`config.mk`:
```
export PLATFORM = sky130hd
export DESIGN_NAME = hi_write_sequencer
export DESIGN_NICKNAME = d
export VERILOG_FILES = /design/src/rtl/hi_write_sequencer.sv
export SDC_FILE = /design/constraint.sdc
export NUM_CORES = 1
export LEC_CHECK = 0
export ABC_CLOCK_PERIOD_IN_PS = 5650
export CAP_MARGIN = 20
export CORE_MARGIN = 8
export CORE_UTILIZATION = 35
export CTS_CLUSTER_SIZE = 16
export DETAILED_ROUTE_END_ITERATION = 10
export HOLD_SLACK_MARGIN = 0.02
export PLACE_DENSITY = 0.64
export SLEW_MARGIN = 20
export SYNTH_ARGS = -nofsm -noshare
export SYNTH_HDL_FRONTEND = slang
export SYNTH_SLANG_ARGS = --single-unit
```
`constraint.sdc`:
```
create_clock -name ifclk -period 5.65 [get_ports ifclk]
set_input_delay 1.4125 -clock ifclk [delete_from_list [all_inputs] [get_ports ifclk]]
set_output_delay 1.4125 -clock ifclk [all_outputs]
set_load 0.005 [all_outputs]
```
`src/rtl/hi_write_sequencer.sv`:
```
// HI bus master that walks an external command table and issues single-word
// register writes, with programmable delays, while holding the arbiter lock.
module hi_write_sequencer #(
    parameter int unsigned ADDR_W  = 8,
    parameter int unsigned TIMEOUT = 1024,
    parameter int unsigned DELAY_W = 32
) (
    input  logic              ifclk,
    input  logic              reset,
    input  logic              start,
    output logic              busy,
    output logic              done,
    output logic              error,
    output logic [ADDR_W-1:0] err_addr,
    output logic [ADDR_W-1:0] rom_addr,
    input  logic [81:0]       rom_data,
    output logic [15:0]       di_term_addr,
    output logic [31:0]       di_reg_addr,
    output logic [31:0]       di_len,
    output logic              di_write_mode,
    output logic              di_write,
    output logic [31:0]       di_reg_datai,
    input  logic              di_write_rdy,
    input  logic [15:0]       di_transfer_status,
    output logic [15:0]       last_status,
    output logic              lock_arbiter
);

    localparam int unsigned TCNT_W = $clog2(TIMEOUT) + 1;
    localparam logic [ADDR_W-1:0] PTR_LAST = '1;

    typedef enum logic [3:0] {
        S_IDLE,
        S_FETCH,
        S_DECODE,
        S_WRITE,
        S_GAP,
        S_DELAY,
        S_NEXT,
        S_DONE,
        S_ERROR
    } state_t;

    state_t              state;
    state_t              state_next;
    logic [ADDR_W-1:0]   ptr;
    logic [15:0]         term_q;
    logic [31:0]         reg_q;
    logic [31:0]         data_q;
    logic [DELAY_W-1:0]  dcnt;
    logic [TCNT_W-1:0]   tcnt;
    logic [ADDR_W-1:0]   err_addr_q;
    logic [15:0]         status_q;
    logic                done_q;
    logic [1:0]          rom_op;

    assign rom_op = rom_data[81:80];

    always_ff @(posedge ifclk) begin
        if (reset) begin
            state <= S_IDLE;
        end else begin
            state <= state_next;
        end
    end

    always_comb begin
        state_next = state;
        unique case (state)
            S_IDLE, S_DONE, S_ERROR: if (start) state_next = S_FETCH;
            S_FETCH:  state_next = S_DECODE;
            S_DECODE: begin
                unique case (rom_op)
                    2'd0: state_next = S_WRITE;
                    2'd1: state_next = (rom_data[DELAY_W-1:0] == '0) ? S_NEXT : S_DELAY;
                    2'd2: state_next = S_DONE;
                    default: state_next = S_ERROR;
                endcase
            end
            S_WRITE: begin
                if (di_write_rdy) begin
                    state_next = S_GAP;
                end else if (tcnt == TCNT_W'(TIMEOUT - 1)) begin
                    state_next = S_ERROR;
                end
            end
            S_GAP:   state_next = S_NEXT;
            S_DELAY: if (dcnt == '0) state_next = S_NEXT;
            S_NEXT:  state_next = (ptr == PTR_LAST) ? S_DONE : S_FETCH;
            default: state_next = S_IDLE;
        endcase
    end

    // Delay counter loads data-1 so a delay of N spends exactly N cycles in DELAY.
    always_ff @(posedge ifclk) begin
        if (reset) begin
            ptr        <= '0;
            term_q     <= '0;
            reg_q      <= '0;
            data_q     <= '0;
            dcnt       <= '0;
            tcnt       <= '0;
            err_addr_q <= '0;
            status_q   <= '0;
            done_q     <= 1'b0;
        end else begin
            done_q <= (state_next == S_DONE) && (state != S_DONE);
            unique case (state)
                S_IDLE, S_DONE, S_ERROR: if (start) ptr <= '0;
                S_DECODE: begin
                    term_q <= rom_data[79:64];
                    reg_q  <= rom_data[63:32];
                    data_q <= rom_data[31:0];
                    dcnt   <= rom_data[DELAY_W-1:0] - DELAY_W'(1);
                    tcnt   <= '0;
                end
                S_WRITE: if (!di_write_rdy) tcnt <= tcnt + TCNT_W'(1);
                S_GAP:   status_q <= di_transfer_status;
                S_DELAY: if (dcnt != '0) dcnt <= dcnt - DELAY_W'(1);
                S_NEXT:  if (ptr != PTR_LAST) ptr <= ptr + ADDR_W'(1);
                default: ;
            endcase
            if ((state_next == S_ERROR) && (state != S_ERROR)) begin
                err_addr_q <= ptr;
            end
        end
    end

    // The only FETCH with ptr == 0 is the first one, which precedes the lock.
    always_comb begin
        busy          = !((state == S_IDLE) || (state == S_DONE) || (state == S_ERROR));
        di_write_mode = (state == S_WRITE);
        di_write      = (state == S_WRITE) && di_write_rdy;
        error         = (state == S_ERROR);
        lock_arbiter  = busy && !((state == S_FETCH) && (ptr == '0));
    end

    assign done         = done_q;
    assign err_addr     = err_addr_q;
    assign rom_addr     = ptr;
    assign di_term_addr = term_q;
    assign di_reg_addr  = reg_q;
    assign di_reg_datai = data_q;
    assign di_len       = 32'd4;
    assign last_status  = status_q;

endmodule
```
==> summary.md <==
| Metric | Value |
|---|---|
| GRT overflow | `0` |
| Slew @ Worst Pin | `around 1.1 ns` |
| Status | `finished clean` |
| Yosys reg bits | `160` |
| Dpl cell area | `about 10000 sq um` |
| Worst Path Buf+Inv | `1` |
| Worst path slowest cell | `a222oi_1` |
| I/O pin cnt | `252` |
| Site Rows | `56` |
| Worst slew margin | `roughly 28%` |
| TritonCTS Buffers | `17` |
| Clk_lat worst skew | `0.43 ns` |
| Worst Path Max Fanout | `12` |
| Synth Flop Type | `dfxtp_1` |
| Post-route DRC | `0` |
| Layout cells sized above 1 | `under 10%` |
| CP Launch Type | `input port` |
| Crit path kind | `in -> reg` |
| Post-synthesis cell count | `between 1000 and 1500` |
| Netlist Area Pre-Place | `around 8200 sq um` |
| Setup bufs post-CTS | `0` |
| Fillers | `between 2000 and 2500` |
| Pwr dens | `around 320 nW/um^2` |
| Final Hold Fails | `0` |
| Final setup fails | `0` |
| Post_cts resized | `0` |
| PortBufs | `between 200 and 250` |
| CTS tree | `yes` |
| Sequential area share after synthesis | `between 30% and 40%` |
| Cell leakage power | `3.827 nW` |
| Number of synthesis warnings | `0` |
| ANT cells | `0` |
| Most frequent cells in the layout | `nand2_1 (251), clkdlybuf4s50_1 (218), dfxtp_1 (160)` |
| Critical-path cell list | `clkdlybuf4s50_1, mux2i_1, ha_1, nor2b_1, nand4_1, a222oi_1, nor3b_1, a211oi_1, a31oi_1` |
| Die area | `roughly 29000 sq um` |
| Std-Cell Core Area | `around 23000 sq um` |
| Fmax achieved | `about 0.25 GHz` |
| Crit. End Element | `register` |
| Total GRT Usage | `a little under a fifth` |
| Chip height | `about 170 microns` |
| RSZ-0062 raised after global routing | `no` |
| Final period util | `just over 70%` |
| DRT Pass-1 Iters | `7` |
| Routed WL | `between 20000 and 30000 microns` |
| GP Congestion | `~0.84` |
| DRT iter0 DRCs | `between 500 and 600` |
| Initial antenna violation count | `0` |
| Max incr delay on CP | `just under 0.8 ns` |
| CTS clk-pin slew, worst paths | `0.06 ns` |
| Final net count | `between 1000 and 1500` |
| CTS H-tree depth | `4` |
| Vias per cell | `slightly above 5` |
| Post-synth cell types | `78` |
| Vias in the first global route | `7938` |
| Post-DP HPWL | `about 18000 microns` |
| Post-route cell area | `11120 sq um` |
| Starting Density | `a little over a third` |
| Fraction of registers with async set/reset | `0%` |
| Tmin final | `4.048 ns` |
| Worst hold path class | `reg -> reg` |
| CP Data Arrival Time | `between 4 and 5 ns` |
| Peak VDD IR | `~220 uV` |
| Post-synth EDFFs | `0` |
| Most common cell after layout, fill and taps aside | `nand2_1` |
| P&R area growth vs syn | `35.73%` |
| Cts hold-fix bufs | `0` |
| # Max-Cap Violations | `0` |
| Buffer type at the clock tree root | `clkbuf_16` |
| First-pass GRT wire length | `about 42000 microns` |
| Final TNS setup | `0 ns` |
| DRT antenna net count | `0` |
| Largest net degree at the start of global routing | `77` |
| CTS max path bufs | `2` |
| Core Util, Final | `47.81%` |
| Clk_skew | `~0.0085 ns` |
| Largest delay share family, worst path | `compound AO/OA/AOI/OAI gates` |
| Syn_area_per_cell | `7.658 sq um` |
| Clock Sinks | `160` |
| Via count | `around 8000` |
| DR WL/cell | `16.58 microns` |
| Die width | `between 150 and 200 microns` |
| Slew Viols, Final | `0` |
| Worst EP required | `6.00 ns` |
## synth_stat cells, types with 5 or more instances
| library cell | number | area (sq um) |
|---|---|---|
| buf_4 | 33 | 247.7 |
| nor3_1 | 27 | 135.1 |
| buf_2 | 8 | 40.04 |
| o211ai_1 | 5 | 37.54 |
| a22oi_1 | 6 | 45.04 |
| xnor2_1 | 5 | 43.79 |
| a31oi_1 | 18 | 112.6 |
| a211oi_1 | 5 | 37.54 |
| and3_1 | 5 | 31.28 |
| mux2_2 | 6 | 67.56 |
| buf_1 | 7 | 26.28 |
| nand2_1 | 251 | 942.2 |
| mux2i_1 | 20 | 200.2 |
| nand3b_1 | 6 | 45.04 |
| a21oi_1 | 136 | 680.7 |
| o21ai_0 | 36 | 180.2 |
| dfxtp_1 | 160 | 3203 |
| nor3b_1 | 7 | 52.55 |
| inv_1 | 17 | 63.81 |
| a21o_1 | 6 | 45.04 |
| and2_1 | 10 | 62.56 |
| xor2_1 | 13 | 113.9 |
| clkbuf_1 | 44 | 165.2 |
| nand4b_1 | 6 | 52.55 |
| ha_1 | 8 | 100.1 |
| nor2_1 | 80 | 300.3 |
| nor4_1 | 11 | 68.82 |
| nand3_1 | 17 | 85.08 |
| or4_1 | 7 | 52.55 |
| nand4_1 | 15 | 93.84 |
## state kept, by name, indices dropped and copies added (netlist names)
register / flops
tcnt: 11
state: 4
err_addr: 8
rom_addr: 8
di_reg_datai: 32
di_reg_addr: 32
di_term_addr: 16
done: 1
dcnt: 32
last_status: 16
## path summary, 6_finish.rpt
| check | start | to | slack (ns) | depth (start not counted) |
|---|---|---|---|---|
| worst min register to register | last_status[8]$_SDFFE_PP0P_ | last_status[8]$_SDFFE_PP0P_ | 0.45 | 2 |
| worst max-delay path | rom_data[0] | dcnt[26]$_SDFFE_PP0P_ | 1.60 | 9 |
| worst max register to register | state[0]$_SDFF_PP0_ | dcnt[26]$_SDFFE_PP0P_ | 1.71 | 9 |
| worst min-delay path | last_status[8]$_SDFFE_PP0P_ | last_status[8]$_SDFFE_PP0P_ | 0.45 | 2 |
## area by class of cell
type / instances / area [sq um] / area share [%]
clock inverters: 12 / 183.9 / 1.654
well taps: 319 / 399.1 / 3.589
repair buffers: 231 / 2292 / 20.61
inverters: 17 / 63.81 / 0.5737
flip-flops and latches: 160 / 3203 / 28.80
multi-input cells: 827 / 4533 / 40.76
clock buffers: 20 / 446.7 / 4.016
## worst register-to-register path: cells and delay by family, from the launching register on
family                   cells  cell delay (ns)
adder cells (fa/ha/maj)      1             0.46
flip-flops                   1             0.70
AND/OR/NAND/NOR              4             1.39
AO/OA/AOI/OAI                3             1.00
multiplexers                 1             0.31
## stage by stage
| step | instances | hold slack, ns | power [mW] | worst slack (ns) |
|---|---|---|---|---|
| after floorplan | 1100 | 0.4419 | 1.860 | 2.170 |
| after detailed placement | 1554 | 0.4461 | 2.279 | 1.172 |
| final | 1586 | 0.4523 | 3.515 | 1.602 |
| after CTS | 1586 | 0.4549 | 3.547 | 1.641 |
| after global placement | 1554 | 0.4408 | 2.269 | 1.269 |
| after global routing | 1586 | 0.4670 | 3.703 | 1.258 |
## where the power goes
group	internal, mW	switching (mW)	leakage (nW)
Combinational	0.401	0.528	2.23
Clock	0.756	0.501	0.306
Sequential	1.23	0.0936	1.30
Total	2.39	1.12	3.83
## metal layers
layer	global-route usage (%)	up-vias	wire length, microns
li1	-	4070	-
met1	22.06	3792	11050
met2	29.12	297	12060
met3	7.757	25	2873
met4	4.194	0	323
met5	0	-	0
## cells by family after synthesis
kind of cell | Yosys count | share of synthesized area (%)
buffers and inverters | 113 | 7.177
flip-flops | 160 | 39.09
AND/OR/NAND/NOR | 471 | 26.80
other | 2 | 0.09165
AO/OA/AOI/OAI | 272 | 20.43
XOR/XNOR | 18 | 1.924
multiplexers | 26 | 3.268
adder cells (fa/ha/maj) | 8 | 1.222
(Power assumes the default switching activity.)
